===== src/rtl/prescaler_pkg.sv =====
// Shared types and mode encodings for the programmable sample-tick prescaler.
// Imported by the top and by anything decoding the config mode field.
package prescaler_pkg;

    typedef enum logic [1:0] {
        CONT   = 2'b00,
        BURST  = 2'b01,
        SINGLE = 2'b10,
        RSVD   = 2'b11
    } mode_e;

    typedef enum logic {
        IDLE = 1'b0,
        RUN  = 1'b1
    } state_e;

    localparam logic [1:0] MODE_CONT   = 2'b00;
    localparam logic [1:0] MODE_BURST  = 2'b01;
    localparam logic [1:0] MODE_SINGLE = 2'b10;
    localparam logic [1:0] MODE_RSVD   = 2'b11;

    // Reserved encoding falls back to continuous, so only these two terminate.
    function automatic logic is_bounded(logic [1:0] m);
        return (m == MODE_BURST) || (m == MODE_SINGLE);
    endfunction

endpackage


===== src/rtl/prog_prescaler_period_counter.sv =====
// Free-running period counter: counts 0..reload, strobes and wraps at reload.
// Clear has priority so a start always begins a fresh period.
module period_counter #(
    parameter int CNT_W = 16
) (
    input  logic             i_clk,
    input  logic             i_rst_n,
    input  logic             i_clear,
    input  logic             i_en,
    input  logic [CNT_W-1:0] i_reload,
    output logic             o_tc
);

    logic [CNT_W-1:0] count;

    assign o_tc = i_en && (count == i_reload);

    always_ff @(posedge i_clk or negedge i_rst_n) begin
        if (!i_rst_n) begin
            count <= '0;
        end else if (i_clear) begin
            count <= '0;
        end else if (i_en) begin
            count <= o_tc ? '0 : count + 1'b1;
        end
    end

endmodule


===== src/rtl/prog_prescaler.sv =====
// Runtime-programmable sample-tick generator with continuous, burst and
// single-shot modes; config written during a run is shadowed until safe.
module prog_prescaler #(
    parameter int CNT_W   = 16,
    parameter int BURST_W = 16
) (
    input  logic               i_clk,
    input  logic               i_rst_n,
    input  logic               i_cfg_valid,
    output logic               o_cfg_ready,
    input  logic [CNT_W-1:0]   i_cfg_div,
    input  logic [1:0]         i_cfg_mode,
    input  logic [BURST_W-1:0] i_cfg_burst,
    input  logic               i_start,
    input  logic               i_stop,
    output logic               o_tick,
    output logic               o_busy,
    output logic               o_done,
    output logic [BURST_W-1:0] o_tick_count
);

    import prescaler_pkg::*;

    localparam logic [BURST_W-1:0] ONE = {{(BURST_W-1){1'b0}}, 1'b1};

    state_e             state;
    logic [CNT_W-1:0]   act_div;
    logic [CNT_W-1:0]   sh_div;
    logic [1:0]         act_mode;
    logic [1:0]         sh_mode;
    logic [BURST_W-1:0] act_burst;
    logic [BURST_W-1:0] sh_burst;
    logic               pend;

    logic               tc;
    logic               start_go;
    logic               cnt_en;
    logic               last;
    logic [CNT_W-1:0]   eff_div;
    logic [1:0]         eff_mode;
    logic [BURST_W-1:0] eff_burst;
    logic [BURST_W-1:0] eff_len;
    logic [BURST_W-1:0] act_len;
    logic [BURST_W-1:0] next_cnt;

    assign o_cfg_ready = 1'b1;
    assign start_go    = (state == IDLE) && i_start && !i_stop;
    assign cnt_en      = (state == RUN) && !i_stop;

    // A config word arriving with start applies to that run.
    assign eff_div   = i_cfg_valid ? i_cfg_div   : sh_div;
    assign eff_mode  = i_cfg_valid ? i_cfg_mode  : sh_mode;
    assign eff_burst = i_cfg_valid ? i_cfg_burst : sh_burst;
    assign eff_len   = (eff_mode == MODE_SINGLE) ? ONE : eff_burst;
    assign act_len   = (act_mode == MODE_SINGLE) ? ONE : act_burst;
    assign next_cnt  = o_tick_count + ONE;
    assign last      = is_bounded(act_mode) && (next_cnt == act_len);

    period_counter #(
        .CNT_W(CNT_W)
    ) u_period (
        .i_clk    (i_clk),
        .i_rst_n  (i_rst_n),
        .i_clear  (start_go),
        .i_en     (cnt_en),
        .i_reload (act_div),
        .o_tc     (tc)
    );

    always_ff @(posedge i_clk or negedge i_rst_n) begin
        if (!i_rst_n) begin
            state        <= IDLE;
            act_div      <= '0;
            sh_div       <= '0;
            act_mode     <= MODE_CONT;
            sh_mode      <= MODE_CONT;
            act_burst    <= '0;
            sh_burst     <= '0;
            pend         <= 1'b0;
            o_tick       <= 1'b0;
            o_busy       <= 1'b0;
            o_done       <= 1'b0;
            o_tick_count <= '0;
        end else begin
            o_tick <= 1'b0;
            o_done <= 1'b0;
            unique case (state)
                IDLE: begin
                    if (i_cfg_valid) begin
                        sh_div    <= i_cfg_div;
                        sh_mode   <= i_cfg_mode;
                        sh_burst  <= i_cfg_burst;
                        act_div   <= i_cfg_div;
                        act_mode  <= i_cfg_mode;
                        act_burst <= i_cfg_burst;
                    end
                    if (start_go) begin
                        act_div      <= eff_div;
                        act_mode     <= eff_mode;
                        act_burst    <= eff_burst;
                        pend         <= 1'b0;
                        o_tick_count <= '0;
                        if (is_bounded(eff_mode) && eff_len == '0) begin
                            o_done <= 1'b1;
                        end else begin
                            state  <= RUN;
                            o_busy <= 1'b1;
                        end
                    end
                end
                RUN: begin
                    if (i_stop) begin
                        state  <= IDLE;
                        o_busy <= 1'b0;
                    end else if (tc) begin
                        o_tick       <= 1'b1;
                        o_tick_count <= next_cnt;
                        if (pend) begin
                            act_div <= sh_div;
                            pend    <= 1'b0;
                        end
                        if (last) begin
                            state  <= IDLE;
                            o_busy <= 1'b0;
                            o_done <= 1'b1;
                        end
                    end
                    // Placed last so a word landing on a reload stays pending.
                    if (i_cfg_valid) begin
                        sh_div   <= i_cfg_div;
                        sh_mode  <= i_cfg_mode;
                        sh_burst <= i_cfg_burst;
                        pend     <= 1'b1;
                    end
                end
            endcase
        end
    end

endmodule


===== config.mk =====
export PLATFORM = sky130hd
export DESIGN_NAME = prog_prescaler
export DESIGN_NICKNAME = d
export VERILOG_FILES = /design/src/rtl/prescaler_pkg.sv /design/src/rtl/prog_prescaler_period_counter.sv /design/src/rtl/prog_prescaler.sv
export SDC_FILE = /design/constraint.sdc
export NUM_CORES = 1
export LEC_CHECK = 0
export CAP_MARGIN = 20
export CORE_UTILIZATION = 30
export CTS_BUF_LIST = sky130_fd_sc_hd__clkbuf_16
export CTS_CLUSTER_DIAMETER = 120
export CTS_CLUSTER_SIZE = 16
export DETAILED_ROUTE_END_ITERATION = 8
export PLACE_DENSITY_LB_ADDON = 0.15
export REMOVE_ABC_BUFFERS = 1
export SLEW_MARGIN = 20
export SYNTH_ARGS = -nofsm -noshare
export SYNTH_HDL_FRONTEND = slang
export SYNTH_SLANG_ARGS = --single-unit

===== constraint.sdc =====
create_clock -name i_clk -period 3 [get_ports i_clk]
set_input_delay 0.6 -clock i_clk [delete_from_list [all_inputs] [get_ports i_clk]]
set_output_delay 0.6 -clock i_clk [all_outputs]
set_load 0.01 [all_outputs]

==> results of run 1 <==
==> per-layer routing <==
layer  vias to the layer above  global-route usage [%]  part of all wire [%]
li1                       2123                       -                     -
met1                      2128                    23.1                    50
met2                       101                    23.1                    44
met3                        12                    2.26                   4.3
met4                         0                    4.95                   1.5
met5                         -                       0                     0
==> repair_timing <==
| action | in CTS | in global routing |
|---|---|---|
| setup endpoints to repair | 1 | 1 |
| resized for setup | 2 | 11 |
| setup buffers | 1 | 0 |
| pin swaps | 3 | 6 |
| hold buffers | 0 | 0 |
==> final timing paths <==
| check | cells past startpoint | endpoint | start | slack (ps) |
|---|---|---|---|---|
| max | 9 | o_busy | o_tick_count[0] | 80 |
| min | 1 | o_tick_count[5] | i_rst_n | 210 |
| max reg2reg | 9 | o_busy | o_tick_count[0] | 80 |
| min reg2reg | 2 | act_mode[0] | act_mode[0] | 500 |
| max in group asynchronous | 2 | u_period.count[13] | i_rst_n | 2020 |
| min in group i_clk | 2 | act_mode[0] | act_mode[0] | 500 |
==> metrics by stage <==
stage               worst slack, ps  area, sq um  std cells
floorplan                      -468         5350        517
global placement               21.4         6530        845
detailed placement            -43.2         6530        845
CTS                            1.96         6870        862
global route                  -16.8         6930        862
finish                         75.8         6930        862
==> final cells by class <==
| cell class | instances | area (sq um) |
|---|---|---|
| Fill cell | 1760 | 11000 |
| Tap cell | 229 | 287 |
| Multi-Input combinational cell | 403 | 2760 |
| Clock buffer | 9 | 225 |
| Sequential cell | 105 | 2630 |
| Inverter | 9 | 33.8 |
| Timing Repair Buffer | 100 | 902 |
| Clock inverter | 7 | 91.3 |
==> critical path, delay by kind of cell, from the launching register on <==
| family | cells | cell delay, ps |
|---|---|---|
| xor+xnor | 1 | 180 |
| flops | 1 | 360 |
| compound gates | 3 | 640 |
| fa+ha+maj | 1 | 210 |
| simple gates | 4 | 1410 |
==> flip-flops by register name, summed over array words and instances, names as in the netlist, 2 cells and up <==
signal / count
act_burst: 16
act_div: 16
act_mode: 2
o_tick_count: 16
sh_burst: 16
sh_div: 16
sh_mode: 2
u_period.count: 16
==> power groups by stage <==
stage	clock [mW]	sequential, mW	combinational [mW]
after detailed placement	0	1.74	0.650
final	1.28	1.71	0.655
after CTS	1.32	1.71	0.653
after global routing	1.36	1.73	0.738
after floorplan	0	1.70	0.397
after global placement	0	1.73	0.638
==> cell families after synthesis <==
kind of cell | after synthesis | synth area share [%]
compound gates | 126 | 14.1
xor+xnor | 40 | 6.91
fa+ha+maj | 4 | 0.915
buf+inv | 36 | 2.79
flops | 105 | 48.1
mux | 53 | 10.5
other cells | 1 | 0.0686
simple gates | 179 | 16.7
==> layout by cell type, fill, tap and decap left out, drive strengths merged, types with 4 or more instances in the layout <==
cell and count:
a21oi 7, ha 4, and3 11, nor2 33
xnor2 18, buf 45, o21ai 72, a22o 6
nor3b 5, inv 12, nor2b 6, nand3 26
clkbuf 9, dfrtp 105, mux2 34, a21o 5
xor2 20, mux2i 19, a22oi 18, nor4 9
nor3 11, nand4 5, clkdlybuf4s50 55, or4 4
nand2 57, nand2b 4
==> results.txt, run 1 <==
----------------------------------------------------
[Power and ir drop]
  Power share of the clock group ... 35.2%
  Areal power density over the cells ... 526 nW/um^2
  Switch share ... 27.8%
  Peak supply drop ... 0.000259 V
  Internal power ... 2.63 mW
  Reported leakage power ... 3.06 nW
  Share of total power in combinational logic ... 18.0%
  Overall power of the completed layout ... 3.64 mW
  Proportion of power drawn by flip-flops and latches ... 46.9%
  Total net switching power ... 1.01 mW

[Layout]
  Share of the core filled with cells in the final layout ... 38.7%
  Share of final-layout standard cells stronger than drive strength 1 ... 17.7%
  Final antenna diode count ... 0
  Layout area overhead ... 26.8%
  Post-layout net count ... 671

[Setup path]
  Critical path fanouts, max ... 2
  Highest cell delay on the worst timing path ... 540 ps
  CP max-delay cell ... sky130_fd_sc_hd__or4_4
  Sort of element at the start of the critical path ... flip-flop
  Worst path arrival time ... 3150 ps
  Critical Path RT ... 3230 ps
  Crit-path cells ... ha_2 > nand3_4 > nor4_4 > xnor2_1 > or4b_4 > a21oi_2 > o2111ai_2 > or4_4 > a311o_1
  Nature of the critical path endpoint ... flip-flop
  Critical Setup Path Class ... reg2reg

[Min path]
  Worst hold path type ... in2async

[Clocking]
  Clock tree from TritonCTS ... yes
  Num Clock Sinks ... 105
  Worst-case clock buffer depth ... 2
  CTS Buf Count ... 9
  Worst-path clk slew ... 70 ps
  Clock Latency Late Sink ... 350 ps
  Root cell of the clock tree ... sky130_fd_sc_hd__clkbuf_16
  Clock H-tree levels ... 3

[Global routing]
  Total track usage ... 15.6%
  Global-route wire length before repair ... 22.3 mm
  Vias in the first global route ... 4230
  Total congestion overflow ... 0
  Antenna violations before repair ... 0
  Maximum number of pins on one net before global-route repair ... 45

[Drt]
  Antenna-violating nets left ... 0
  Remaining routing DRC violations ... 0
  DR iter-0 viols ... 250
  Via/cell ratio ... 5.06
  Routed length per instance ... 16.1 um
  Total via count in the routed design ... 4364
  Pre-antenna DRT Iters ... 4
  Drt total wl ... 13.9 mm

[Synth]
  Most frequent cell after synthesis ... sky130_fd_sc_hd__dfrtp_1
  Number of enable flip-flop cells after synthesis ... 0
  Leading area contributor after synthesis ... sky130_fd_sc_hd__dfrtp_1
  Fraction of synthesized cell area taken by the top area cell type ... 48.1%
  Async S/R FF share, synth ... 100%
  Number of flip-flops and latches in the synthesized netlist ... 105
  Post-synth top cells ... sky130_fd_sc_hd__dfrtp_1 (105), sky130_fd_sc_hd__o21ai_0 (72), sky130_fd_sc_hd__nand2_1 (57)
  Unique masters post-synth ... 56
  Average size of a mapped cell ... 10.1 sq um
  Ys flop type ... sky130_fd_sc_hd__dfrtp_1
  Post-Syn Area ... 5470 sq um
  Sequential element share of the synthesized area ... 48.1%
  Synthesis warning total ... 0
  Area contributors post-synth ... sky130_fd_sc_hd__dfrtp_1 (48%), sky130_fd_sc_hd__mux2_2 (7.0%), sky130_fd_sc_hd__o21ai_0 (6.6%)
  Synth Instances ... 544

[Floorplan]
  Initial core utilization ... 30.5%
  Chip height ... 137 um
  Core Area ... 17900 sq um
  Die area ... 18800 sq um
  Horizontal extent of the die ... 137 um
  # rows ... 49
  I/O pin count ... 59

[Timing]
  Final Setup Violations ... 0
  Clk_skew ... 7.26 ps
  Final min period ... 2920 ps
  Hold slack ... 214 ps
  Number of endpoints with negative hold slack in the final report ... 0
  Setup Total Neg Slack ... 0 ps
  Final period utilization ... 97.5%
  Worst Max-Slew Pin Slew ... 611 ps
  Final count of pins violating max slew ... 0
  F_max ... 342 MHz
  Remaining max-slew budget at the tightest pin ... 59.3%

[Placed design]
  IO buf count ... 57
  Sum of net half-perimeters after detailed placement ... 10.1 mm
  Final weighted congestion of routability-driven global placement ... 0.812

[Status]
  Result of the run ... finished clean

[Job]
  Max-cap check violation count ... 0

----------------------------------------------------
(Power assumes the default switching activity.)
==> run 2: changes to the inputs <==
CORE_UTILIZATION = 29   (was 30)
==> results.txt, run 2 (synthesized netlist as in run 1, its figures left out) <==
----------------------------------------------------
[Setup path]
  Worst path arrival time ... 3080 ps
  Count of buffering cells on the critical path with inverters included ... 1
  Critical path fanouts, max ... 3
  Critical Setup Path Class ... reg2reg
  Capturing point of the worst reg2reg path ... o_busy
  Depth of the worst register-to-register path ... 9
  Cell family with the largest share of critical-path delay ... simple AND/OR/NAND/NOR gates
  Cell count along the critical path ... 9
  Capturing instance or port of the critical path ... o_busy
  Reg-to-reg setup timing slack ... 160 ps
  CP Launch Point ... o_tick_count[9]
  Crit-path cells ... nand4_1 > buf_4 > nor4_2 > xor2_1 > xnor2_1 > nand3_1 > o211a_1 > or4_4 > a311o_1
  Highest cell delay on the worst timing path ... 520 ps
  Nature of the critical path endpoint ... flip-flop
  CP max-delay cell ... sky130_fd_sc_hd__or4_4
  Critical Path RT ... 3240 ps
  Sort of element at the start of the critical path ... flip-flop
  Critical R2R Launch ... o_tick_count[9]

[Drt]
  Antenna-violating nets left ... 0
  Routed length per instance ... 15.8 um
  Drt total wl ... 13.6 mm
  Remaining routing DRC violations ... 0
  Total via count in the routed design ... 4343
  DR iter-0 viols ... 261
  Via/cell ratio ... 5.04
  Pre-antenna DRT Iters ... 4

[Timing]
  Number of endpoints with negative hold slack in the final report ... 0
  Final min period ... 2840 ps
  Worst Max-Slew Pin Slew ... 737 ps
  Final count of pins violating max slew ... 0
  F_max ... 352 MHz
  RSZ-0062 raised after global routing ... no
  Final period utilization ... 94.7%
  Hold slack ... 228 ps
  Setup Total Neg Slack ... 0 ps
  Clk_skew ... 6.11 ps
  Remaining max-slew budget at the tightest pin ... 50.8%
  Final Setup Violations ... 0
  Final critical-path setup slack ... 159 ps

[Placed design]
  IO buf count ... 57
  Post-placement setup slack ... -27.2 ps
  Sum of net half-perimeters after detailed placement ... 10.0 mm
  Post-Place Cell Area ... 6530 sq um
  Final weighted congestion of routability-driven global placement ... 0.802

[Job]
  Max-cap check violation count ... 0

[Global routing]
  Total congestion overflow ... 0
  Antenna violations before repair ... 0
  Total track usage ... 14.8%
  Maximum number of pins on one net before global-route repair ... 49
  Global-route wire length before repair ... 22.7 mm
  Vias in the first global route ... 4281

[Power and ir drop]
  Total net switching power ... 1.01 mW
  Share of total power in combinational logic ... 18.8%
  Proportion of power drawn by flip-flops and latches ... 49.0%
  Areal power density over the cells ... 506 nW/um^2
  Internal power ... 2.46 mW
  Switch share ... 29.1%
  Reported leakage power ... 3.03 nW
  Power share of the clock group ... 32.3%
  Peak supply drop ... 0.000288 V

[Clocking]
  CTS Buf Count ... 9
  Worst-path clk slew ... 70 ps
  Root cell of the clock tree ... sky130_fd_sc_hd__clkbuf_16
  Worst-case clock buffer depth ... 2
  Clock H-tree levels ... 3
  Clock Latency Late Sink ... 350 ps
  Clock tree from TritonCTS ... yes
  Num Clock Sinks ... 105

[Layout]
  Share of final-layout standard cells stronger than drive strength 1 ... 17.1%
  Top library cells by usage in the layout, fill and taps aside ... sky130_fd_sc_hd__dfrtp_1 (105), sky130_fd_sc_hd__o21ai_0 (72), sky130_fd_sc_hd__nand2_1 (57)
  Post-layout net count ... 671
  Storage cell area ... 2630 sq um
  Leading cell type in the layout, fill and taps excluded ... sky130_fd_sc_hd__dfrtp_1
  Layout area overhead ... 25.3%
  Total of fill cells in the finished design ... 1826
  Share of the core filled with cells in the final layout ... 37.6%
  Final antenna diode count ... 0
  Fin area ... 6850 sq um
  Area of the multi-input gates ... 2740 sq um

[Floorplan]
  # rows ... 49
  Horizontal extent of the die ... 139 um
  I/O pin count ... 59
  Initial core utilization ... 30.0%
  Die area ... 19400 sq um
  Chip height ... 139 um
  Core Area ... 18200 sq um

[Min path]
  Worst hold path type ... in2async

[Status]
  Result of the run ... finished clean

----------------------------------------------------
==> run 2: changes by cell type in the layout (fill, tap and decap cells not counted), sizes merged <==
| cell | delta |
|---|---|
| clkinv | +1 |
| bufinv | -2 |
| clkinvlp | +1 |
==> run 2: how the worst min path moves through the flow <==
| stage | startpoint | slack (ps) | end | depth (start not counted) |
|---|---|---|---|---|
| floorplan | i_rst_n | 300 | act_burst[0] | 0 |
| global placement | act_burst[10] | 470 | act_burst[10] | 2 |
| detailed placement | act_burst[10] | 480 | act_burst[10] | 2 |
| CTS | i_rst_n | 240 | sh_div[15] | 1 |
| global route | i_rst_n | 270 | sh_div[15] | 1 |
| finish | i_rst_n | 230 | sh_div[15] | 1 |
==> run 2: layout make-up <==
| class | count | share of cell area [%] |
|---|---|---|
| multi-input cells | 403 | 39.9 |
| flip-flops and latches | 105 | 38.3 |
| repair buffers | 100 | 13.1 |
| clock buffers | 9 | 3.29 |
| clock inverters | 7 | 0.639 |
| well taps | 229 | 4.18 |
| inverters | 9 | 0.493 |
==> run 2: routing by layer <==
metal	part of all wire, %	track usage, %
met1	52	22.1
met2	43	21.6
met3	2.8	1.69
met4	1.7	6.14
met5	0	0
==> run 2: per-stage QoR <==
stage / instances / total power, mW
final: 862 / 3.47
after floorplan: 517 / 2.10
after detailed placement: 844 / 2.38
after global placement: 844 / 2.36
after global routing: 862 / 3.65
after CTS: 861 / 3.51
==> run 2: power by group through the flow <==
stage               Clock, mW  Sequential [mW]  Combinational [mW]
global route             1.20             1.72               0.731
floorplan                   0             1.70               0.397
detailed placement          0             1.73               0.653
CTS                      1.15             1.70               0.656
finish                   1.12             1.70               0.650
global placement            0             1.72               0.643
==> run 2: timing repair <==
item | CTS | global route
buffers inserted | 1 | 1
setup endpoints to repair | 1 | 2
pin swaps | 2 | 3
resized for setup | 1 | 6
hold buffers | 0 | 0
==> run 3: changes to the inputs <==
GPL_TIMING_DRIVEN = 1   (was unset)
==> results of run 3 <==
Final layout, timing and power as in run 2 (identical DEF).
